[config.mk]
export PLATFORM = sky130hd
export DESIGN_NAME = ex_muldiv_unit
export DESIGN_NICKNAME = d
export VERILOG_FILES = /design/src/rtl/ex_muldiv_unit.sv
export SDC_FILE = /design/constraint.sdc
export NUM_CORES = 1
export LEC_CHECK = 0
export BUFFER_PORTS_ARGS = -buffer_cell sky130_fd_sc_hd__buf_2
export CORE_AREA = 4 4 244 222
export DETAILED_ROUTE_END_ITERATION = 8
export DIE_AREA = 0 0 248 226
export GPL_TIMING_DRIVEN = 0
export PLACE_DENSITY_LB_ADDON = 0.12
export SYNTH_ARGS = -nofsm -noshare
export SYNTH_HDL_FRONTEND = slang
export SYNTH_SLANG_ARGS = --single-unit
[constraint.sdc]
create_clock -name clk -period 10.8 [get_ports clk]
set_clock_uncertainty 0.15 [all_clocks]
set_input_delay 0.54 -clock clk [delete_from_list [all_inputs] [get_ports clk]]
set_output_delay 0.54 -clock clk [all_outputs]
set_load 0.01 [all_outputs]
[src/rtl/ex_muldiv_unit.sv]
// Iterative radix-2 multiply/divide unit for the execute stage.
// Runs MUL, UMULH, UDIV or SDIV in XLEN steps and writes the result back through the register file port.
module ex_muldiv_unit #(
    parameter int XLEN   = 64,
    parameter int REG_AW = 5
) (
    input  logic              clk,
    input  logic              rst_n,
    input  logic              start,
    input  logic [1:0]        op,
    input  logic [XLEN-1:0]   operand_a,
    input  logic [XLEN-1:0]   operand_b,
    input  logic [REG_AW-1:0] dest_reg,
    input  logic              flush,
    output logic              busy,
    output logic              done,
    output logic [XLEN-1:0]   write_data,
    output logic [REG_AW-1:0] write_reg,
    output logic              reg_write_enable
);

    localparam int CW = $clog2(XLEN + 1);

    localparam logic [1:0] OP_MUL   = 2'b00;
    localparam logic [1:0] OP_UMULH = 2'b01;
    localparam logic [1:0] OP_SDIV  = 2'b11;

    typedef enum logic [1:0] {
        S_IDLE,
        S_CALC,
        S_FIX
    } state_t;

    state_t            state, next_state;
    logic [CW-1:0]     counter;
    logic [1:0]        op_q;
    logic [REG_AW-1:0] dest_q;
    logic              neg_q;
    logic              div_zero_q;
    logic [XLEN-1:0]   opnd_q;
    logic [XLEN-1:0]   hi_q;
    logic [XLEN-1:0]   lo_q;

    logic              accept;
    logic              finish;
    logic [XLEN-1:0]   abs_a;
    logic [XLEN-1:0]   abs_b;
    logic [XLEN:0]     mul_sum;
    logic [XLEN:0]     div_shift;
    logic [XLEN:0]     div_diff;
    logic [XLEN-1:0]   step_hi;
    logic [XLEN-1:0]   step_lo;
    logic [XLEN-1:0]   result;

    assign busy             = (state != S_IDLE);
    assign reg_write_enable = done;

    always_ff @(posedge clk or negedge rst_n) begin
        if (!rst_n) begin
            state <= S_IDLE;
        end else begin
            state <= next_state;
        end
    end

    // Flush outranks both a new request and completion.
    always_comb begin
        next_state = state;
        accept     = 1'b0;
        finish     = 1'b0;
        case (state)
            S_IDLE: begin
                if (start && !flush) begin
                    next_state = S_CALC;
                    accept     = 1'b1;
                end
            end
            S_CALC: begin
                if (flush) begin
                    next_state = S_IDLE;
                end else if (counter == CW'(1)) begin
                    next_state = S_FIX;
                end
            end
            S_FIX: begin
                next_state = S_IDLE;
                finish     = !flush;
            end
            default: next_state = S_IDLE;
        endcase
    end

    // hi_q/lo_q hold the product halves for multiply, and remainder/quotient for divide.
    always_comb begin
        abs_a     = operand_a[XLEN-1] ? -operand_a : operand_a;
        abs_b     = operand_b[XLEN-1] ? -operand_b : operand_b;
        mul_sum   = {1'b0, hi_q} + (lo_q[0] ? {1'b0, opnd_q} : '0);
        div_shift = {hi_q, lo_q[XLEN-1]};
        div_diff  = div_shift - {1'b0, opnd_q};
        if (op_q[1]) begin
            step_hi = div_diff[XLEN] ? div_shift[XLEN-1:0] : div_diff[XLEN-1:0];
            step_lo = {lo_q[XLEN-2:0], ~div_diff[XLEN]};
        end else begin
            step_hi = mul_sum[XLEN:1];
            step_lo = {mul_sum[0], lo_q[XLEN-1:1]};
        end
        case (op_q)
            OP_MUL:   result = lo_q;
            OP_UMULH: result = hi_q;
            default:  result = div_zero_q ? '0 : (neg_q ? -lo_q : lo_q);
        endcase
    end

    always_ff @(posedge clk or negedge rst_n) begin
        if (!rst_n) begin
            counter    <= '0;
            op_q       <= '0;
            dest_q     <= '0;
            neg_q      <= 1'b0;
            div_zero_q <= 1'b0;
            opnd_q     <= '0;
            hi_q       <= '0;
            lo_q       <= '0;
            done       <= 1'b0;
            write_data <= '0;
            write_reg  <= '0;
        end else begin
            done <= finish;
            if (accept) begin
                counter    <= CW'(XLEN);
                op_q       <= op;
                dest_q     <= dest_reg;
                neg_q      <= (op == OP_SDIV) && (operand_a[XLEN-1] ^ operand_b[XLEN-1]);
                div_zero_q <= (operand_b == '0);
                hi_q       <= '0;
                if (op[1]) begin
                    opnd_q <= (op == OP_SDIV) ? abs_b : operand_b;
                    lo_q   <= (op == OP_SDIV) ? abs_a : operand_a;
                end else begin
                    opnd_q <= operand_a;
                    lo_q   <= operand_b;
                end
            end else if (state == S_CALC && !flush) begin
                counter <= counter - CW'(1);
                hi_q    <= step_hi;
                lo_q    <= step_lo;
            end
            if (finish) begin
                write_data <= result;
                write_reg  <= dest_q;
            end
        end
    end

endmodule

## After elaboration in Yosys (flattened, before gate mapping)

Cells that the tools add are included.

- Register bits after elaboration: 280
- Input bits: 139
- Output and inout bits: 72
- Word-level logic and storage cells: 63

- Equality and inequality tests: 7
- Reductions and logical operators: 10
- Add/sub/neg operators: 6
- Bitwise gates (word level): 2
- Muxes and demuxes: 26

Operator list:

| operator | count |
|---|---|
| $mux 64 | 16 |
| $neg 64->64 | 3 |
| $pmux 64 s2 | 1 |
| $add 64x64->65 | 1 |
| $sub 65x64->65 | 1 |
| $logic_not 64->1 | 1 |
| $mux 7 | 2 |
| $eq 7x1->1 const B | 1 |
| $sub 7x1->7 const B | 1 |
| $mux 2 | 3 |
| $eq 2x1->1 const B | 2 |
| $eq 2x2->1 const B | 2 |
| $logic_not 2->1 | 2 |
| $pmux 2 s2 | 1 |
| $reduce_bool 2->1 | 2 |
| $logic_and 1x1->1 | 3 |
| $mux 1 | 3 |
| $ne 3x3->1 const B | 1 |
| $ne 2x2->1 const B | 1 |
| $reduce_and 2->1 | 1 |
| $logic_not 1->1 | 1 |
| $not 1->1 | 1 |
| $xor 1x1->1 | 1 |

## Longest topological paths before layout

Gate-level depths: netlist of the first run.

- Depth after elaboration: 5
- Mapped depth: 16
- Gate-level depth less buffers: 15

## Worst setup path after synthesis of the first run

Ideal clock, no wire load.

- Path type: register to register
- Start point: register lo_q[0]
- End point: register hi_q[53]
- Path buffers: 2
- Data arrival time: 3.469 ns
- Library setup time: 0.126 ns
- Period minus slack after synthesis: 3.745 ns
- Data required time: 10.524 ns
- Path slack: 7.055 ns
- Stages on the path, launching flop included: 16
- Cell sequence: dfrtp_1 -> inv_2 -> clkbuf_1 -> nor2_1 -> ha_1 -> clkbuf_1 -> nand4_1 -> or3_1 -> a211oi_1 -> nor3_1 -> a2111oi_0 -> o21ai_1 -> o21bai_1 -> xnor2_1 -> nor2_1 -> a221o_1

- Word-level cells in the longest chain between the ends: 5

RTL lines:

| element | line | text |
|---|---|---|
| start, declared | 42 | `logic [XLEN-1:0] lo_q;` |
| start signal, assigned | 138 | `lo_q <= (op == OP_SDIV) ? abs_a : operand_a;` |
| start signal, assigned | 141 | `lo_q <= operand_b;` |
| start signal, assigned | 146 | `lo_q <= step_lo;` |
| $mux 64 | 97 | `mul_sum = {1'b0, hi_q} + (lo_q[0] ? {1'b0, opnd_q} : '0);` |
| $add 64x64->65 | 97 |  |
| $mux 64 | 100 | `if (op_q[1]) begin` |
| $mux 64 | 143 | `end else if (state == S_CALC && !flush) begin` |
| $mux 64 | 129 | `if (accept) begin` |
| end signal, assigned | 145 | `hi_q <= step_hi;` |
| end, declared | 41 | `logic [XLEN-1:0] hi_q;` |

Every way passes these cells. The select of a mux whose other input is x is not followed.
A chain may end at the register's enable or synchronous reset.

## Worst setup path after layout of the first run

Same ends and word-level chain as after synthesis.

==> results of run 1 <==
-- repair_timing --
item,in CTS,in global routing
hold endpoints to repair,68,0
hold buffers,1,0
resized for setup,0,0
endpoints found under the setup margin,0,0
-- per-stage QoR --
step	utilization	hold WS, ps
global route	0.579	11.3
finish	0.579	13.7
global placement	0.555	308
CTS	0.579	0.469
detailed placement	0.557	316
floorplan	-	94.4
-- cells in the mapped netlist (all sizes together), types with 28 or more instances --
cell type,count
dfrtp,280
buf,35
nor3,83
nand3,50
o211ai,127
o21a,32
mux2i,95
xnor2,127
nand2b,29
nand4,46
nor2,371
xor2,109
or4,28
a21o,69
ha,133
inv,109
a21oi,357
o31ai,33
clkbuf,213
o21ai,388
nor4,34
nand2,367
or3,52
a31oi,46
a22oi,29
-- worst min path at each step --
stage                     slack (ps)          to  cells after the start
after floorplan                   90  counter[0]                      0
after global placement           310   dest_q[0]                      2
after detailed placement         320   dest_q[2]                      2
after CTS                        0.5   dest_q[2]                      3
after global routing              10   dest_q[2]                      3
final                             10   dest_q[2]                      3
-- power breakdown --
group / switching [mW] / total [mW] / internal (mW)
clock network: 0.516 / 1.22 / 0.702
registers: 0.497 / 1.87 / 1.37
logic: 3.20 / 4.85 / 1.65
total: 4.21 / 7.93 / 3.72
-- per-layer routing --
| metal | GRT usage | vias up | share of wire |
|---|---|---|---|
| met3 | 0.107 | 326 | 0.12 |
| li1 | - | 13500 | - |
| met1 | 0.593 | 14500 | 0.41 |
| met2 | 0.605 | 1911 | 0.41 |
| met5 | 0 | - | 0 |
| met4 | 0.225 | 0 | 0.066 |
-- worst register-to-register path, cell delays in order, from the launching register on --
cell and delay, ps:
sky130_fd_sc_hd__dfrtp_1 470, sky130_fd_sc_hd__inv_2 270, sky130_fd_sc_hd__clkbuf_1 430, sky130_fd_sc_hd__nor2_1 100, sky130_fd_sc_hd__ha_1 280, sky130_fd_sc_hd__clkbuf_1 250
sky130_fd_sc_hd__a21oi_1 170, sky130_fd_sc_hd__o21ai_0 300, sky130_fd_sc_hd__a21oi_1 110, sky130_fd_sc_hd__o21ai_0 310, sky130_fd_sc_hd__nor3_1 270, sky130_fd_sc_hd__a2111oi_0 1250
sky130_fd_sc_hd__o21ai_1 360, sky130_fd_sc_hd__o21bai_1 520, sky130_fd_sc_hd__xnor2_1 180, sky130_fd_sc_hd__nor2_1 60, sky130_fd_sc_hd__a221o_1 280
-- kinds of logic (layout without fill, tap and decap cells) --
family | after synthesis | in the layout
flip-flops | 280 | 280
XOR/XNOR | 236 | 236
buffers and inverters | 358 | 627
adder cells (fa/ha/maj) | 135 | 135
AND/OR/NAND/NOR | 1153 | 1153
AO/OA/AOI/OAI | 1287 | 1287
multiplexers | 101 | 101
-- layout make-up --
cell class | instances | area, sq um
clock inverter | 15 | 185
fill | 5091 | 21700
multi-input combinational | 2912 | 18300
sequential | 280 | 7010
clock buffer | 43 | 956
inverter | 109 | 409
buffer | 249 | 973
timing repair buffer | 211 | 1120
tap | 688 | 861
==> flow_summary.ini, run 1 <==
[logic_synthesis]
flop_and_latch_count_out_of_synthesis = 280
avgSynthCellArea_sq_um = 7.52
adder_cell_area_share_of_the_yosys_netlist = 0.0639
yosys.area_share.xor_xnor = 0.0774
yosys_warnings = 0
ys_seq_area_frac = 0.263
synth-compound-area-share = 0.302
synth_enable_flop_cells = 0
synthFlopType = sky130_fd_sc_hd__dfrtp_1
largest_family_of_logic_cells_by_synthesized_area = compound AO/OA/AOI/OAI gates
synthesis.area_sq_mm = 0.0267
synth_top_cell_area_share = 0.263
post_synth_main_area_contributors = sky130_fd_sc_hd__dfrtp_1 26%, sky130_fd_sc_hd__o21ai_0 7.1%, sky130_fd_sc_hd__a21oi_1 6.7%
netlist-cell-type-count = 96
postSynthNetCount = 3824
async_flop_share = 1.00
synth_largest_area_cell = sky130_fd_sc_hd__dfrtp_1
synthMuxAreaShare = 0.0382
synth_area_in_simple_gates = 0.205
synthCells = 3550

[clock_network]
cts_tree = done
cts_made_buffers = 34
cts.path.max_buffers = 3
cts_post_setup_buffers_inserted = 0
clock_sink_count = 280
clock_insertion_delay_worst_skew_ps = 570
htreeDepth = 2
clk_root_buffer_cell = sky130_fd_sc_hd__clkbuf_16
clk_pin_slew_ps = 60

[floorplan]
core-area_sq_mm = 0.0515
die_h_um = 226
rows = 79
die_x_extent_um = 248
die-area_sq_mm = 0.0560
initial_utilization = 0.518
boundaryPins = 211

[routing]
wirelength_mm = 123
antenna_left = 0
firstDrtPassIters = 9
via_count = 30200
via_per_inst = 6.70
wl_per_cell_um = 27.4
initialDrtViolationCount = 4660
post-route-drc-count = 0

[pwr]
power_density_mw_per_mm2 = 266
vdd_ir_drop_max_v = 0.000173
power_mw = 7.93
p_leak_nw = 12.7

[setup_path]
worst_path_dominant_cell_family = compound AO/OA/AOI/OAI gates
critPathMaxFanout = 10
worstPathCellList = inv_2, clkbuf_1, nor2_1, ha_1, clkbuf_1, a21oi_1, o21ai_0, a21oi_1, o21ai_0, nor3_1, a2111oi_0, o21ai_1, o21bai_1, xnor2_1, nor2_1, a221o_1
critPathLaunchType = register
critical_path_arrival_ps = 6160
cp_slowest_stage_delay_ps = 1250
timing.rr.end = hi_q[53]
worst_ep_required_time_ps = 11100
timing.critical_path.slowest_stage_cell = sky130_fd_sc_hd__a2111oi_0
critical_path_buf_inv_count = 3
crit-reg2reg-launch = lo_q[0]
critPathCaptureType = register
cp_num_cells = 16
reg2reg_slack_ps = 4940
critical_path.endpoint = hi_q[53]
timing.setup.critical_path_class = register to register
rr_worst_depth = 16
crit_path_start = lo_q[0]

[final_layout]
most_used_cells_in_the_layout_excluding_fill_and_tap_cells = 381 x sky130_fd_sc_hd__o21ai_0, 370 x sky130_fd_sc_hd__nor2_1, 364 x sky130_fd_sc_hd__nand2_1, 357 x sky130_fd_sc_hd__a21oi_1, 280 x sky130_fd_sc_hd__dfrtp_1
diodes = 0
layout.cell_area.non_filler_sq_mm = 0.0298
final_cells = 4507
areaGrowthSynthToFinish_pct = 11.7
layout.cells.most_common = sky130_fd_sc_hd__o21ai_0
final_nets = 4071
final_layout_size_suffix_gt1_frac = 0.0924

[grt]
antenna_found_initial = 1
grt_max_degree = 114
grt_first_pass_wirelength_mm = 178
global_route.overflow_total = 0
grt_util_all_layers = 0.425
via_count_of_the_first_global_routing_pass = 27300

[sta]
max-slew-margin-rel = 0.0453
setup_total_negative_slack_ps = 0
min_period_ps = 5860
report.final.slew_viol_count = 0
report.final.setup_viol = 0
timing.final.crit_share = 0.542
rsz0062_at_grt = no
final_critical_path_setup_slack_ps = 4940
report.final.hold_viol_count = 0
worstMarginPinSlew_ps = 1400
achievable-frequency_mhz = 171

[placement]
place_inst = 4448
post-dp-hpwl_mm = 98.6
placedInstanceArea_sq_mm = 0.0287
globalplace.congestion = 1.06
dp_worst_setup_slack_ps = 5290
number_of_i_o_port_buffers = 207

[outcome]
run_status = complete, no violations

[job]
max-cap-violations = 0

[hold_path]
hold_path.startpoint = dest_reg[2]
hold_path.class = input pin to register
Power figures use the tool's default switching activity.
==> run 2: changes to the inputs <==
==> constraint.sdc (replaced) <==
create_clock -name clk -period 4.8 [get_ports clk]
set_clock_uncertainty 0.15 [all_clocks]
set_input_delay 0.24 -clock clk [delete_from_list [all_inputs] [get_ports clk]]
set_output_delay 0.24 -clock clk [all_outputs]
set_load 0.01 [all_outputs]
==> run 2 against run 1 <==
  * Routed wire length up 2.1%
  * The run now ends with design-rule violations left
  * Die area unchanged
  * Power up 130%
  * Clock power up 120%
  * Critical endpoint is now hi_q[52]
  * Largest cell class unchanged
  * Cell area up 5.0%
  * Critical path depth down 1
==> flow_summary.ini, run 2 (synthesis gave the netlist of run 1 again) <==
[pwr]
clockPowerShare = 0.152
p_leak_nw = 13.3
internal_power_mw = 8.49
combinationalPowerShare = 0.614
netSwitchingPower_mw = 9.51
power_density_mw_per_mm2 = 575
vdd_ir_drop_max_v = 0.000394
p_sw_frac = 0.529
power_mw = 18.0
pwr-share-seq = 0.233

[sta]
report.final.setup_viol = 0
report.final.slew_viol_count = 0
report.final.hold_viol_count = 0
rsz0062_at_grt = no
hold-worst-slack_ps = 1.95
max-slew-margin-rel = 0.142
achievable-frequency_mhz = 213
worstMarginPinSlew_ps = 1280
timing.final.crit_share = 0.979
min_period_ps = 4700

[floorplan]
die_x_extent_um = 248
die-area_sq_mm = 0.0560
initial_utilization = 0.518
rows = 79
boundaryPins = 211
die_h_um = 226
core-area_sq_mm = 0.0515

[placement]
place_inst = 4448
globalplace.congestion = 1.06
number_of_i_o_port_buffers = 207
post-dp-hpwl_mm = 98.6

[clock_network]
clk_pin_slew_ps = 70
cts.path.max_buffers = 3
clk_root_buffer_cell = sky130_fd_sc_hd__clkbuf_16
clock_insertion_delay_worst_skew_ps = 570
cts_made_buffers = 34
clock_sink_count = 280
cts_post_setup_buffers_inserted = 0
cts_tree = done
htreeDepth = 2

[grt]
grt_first_pass_wirelength_mm = 183
via_count_of_the_first_global_routing_pass = 28400
antenna_found_initial = 1
global_route.overflow_total = 0
grt_max_degree = 114
grt_util_all_layers = 0.434

[hold_path]
hold_path.class = input pin to register

[final_layout]
final_cells = 4645
layout.cells.most_common = sky130_fd_sc_hd__o21ai_0
most_used_cells_in_the_layout_excluding_fill_and_tap_cells = 380 x sky130_fd_sc_hd__o21ai_0, 370 x sky130_fd_sc_hd__nor2_1, 364 x sky130_fd_sc_hd__nand2_1, 357 x sky130_fd_sc_hd__a21oi_1, 280 x sky130_fd_sc_hd__dfrtp_1
final_layout_size_suffix_gt1_frac = 0.0951
register_area_sq_mm = 0.00701
multiInputGateArea_sq_mm = 0.0184
final_nets = 4207
areaGrowthSynthToFinish_pct = 17.3
layout.filler_cells = 4924

[routing]
wirelength_mm = 126
via_per_inst = 6.68
initialDrtViolationCount = 4598
post-route-drc-count = 1
wl_per_cell_um = 27.1
antenna_left = 0
firstDrtPassIters = 9
via_count = 31000

[setup_path]
timing.critical_path.slowest_stage_cell = sky130_fd_sc_hd__buf_2
critPathCaptureType = register
critPathMaxFanout = 10
worst_ep_required_time_ps = 5060
cp_slowest_stage_delay_ps = 510
critPathLaunchType = register
worstPathCellList = inv_1, ha_1, fa_1, nand2b_1, a21o_1, a21o_1, o31ai_4, a21bo_2, a31oi_1, xor2_1, clkbuf_2, buf_2, o21ai_0, a22oi_1, o21ai_0
critical_path_arrival_ps = 4960
timing.setup.critical_path_class = register to register

[outcome]
violated_checks = design-rule violations
run_status = finished with violations

[job]
max-cap-violations = 0
-- run 2: layout make-up --
cell class,instances,area share
Antenna cell,2,0.000160
Buffer,248,0.0314
Clock buffer,43,0.0305
Clock inverter,15,0.00591
Inverter,109,0.0131
Multi-Input combinational cell,2912,0.588
Sequential cell,280,0.224
Tap cell,688,0.0275
Timing Repair Buffer,348,0.0795
-- run 2: worst max-delay path, delay by kind of cell, from the launching register on --
family	cells	cell delay (ps)
flops	1	400
compound gates	8	1770
xor+xnor	1	280
buf+inv	3	1070
simple gates	1	190
fa+ha+maj	2	670
-- run 2: through the flow --
stage	instance area, sq um	util	setup slack [ps]	setup TNS [ps]
after CTS	31200	0.607	3.14	0
after detailed placement	28700	0.557	-712	-16470
after global placement	28600	0.555	-2150	-614460
after floorplan	26700	-	1060	0
final	31300	0.608	102	0
after global routing	31300	0.608	6.03	0
-- run 2: timing repair --
item                                    in CTS  in global routing
hold buffers                               138                  0
endpoints found under the setup margin      66                 54
gates resized for setup                     17                 21
hold endpoints to repair                   190                  0
-- run 2: path summary, 6_finish.rpt --
| kind | slack (ps) | to | start | depth (start not counted) |
|---|---|---|---|---|
| setup / recovery | 100 | hi_q[52] | lo_q[63] | 15 |
| hold / removal | 2 | lo_q[1] | operand_b[1] | 3 |
| setup reg to reg | 100 | hi_q[52] | lo_q[63] | 15 |
| hold reg to reg | 330 | dest_q[2] | dest_q[2] | 2 |
| max in group asynchronous | 3390 | opnd_q[15] | rst_n | 3 |
| min in group asynchronous | 50 | hi_q[52] | rst_n | 2 |
-- run 2: per-layer routing --
| layer | wire (um) | track usage | vias up |
|---|---|---|---|
| met5 | 0 | 0 | - |
| met1 | 50700 | 0.595 | 14700 |
| met3 | 15000 | 0.112 | 421 |
| met4 | 9090 | 0.236 | 0 |
| met2 | 51100 | 0.624 | 2100 |
| li1 | - | - | 13800 |
-- run 2: power by group through the flow --
stage	combinational [mW]	sequential [mW]	clock, mW
floorplan	7.30	3.73	0
global placement	10.4	4.17	0
detailed placement	10.4	4.17	0
CTS	10.6	4.14	2.74
global route	11.9	4.23	2.83
finish	11.1	4.20	2.74
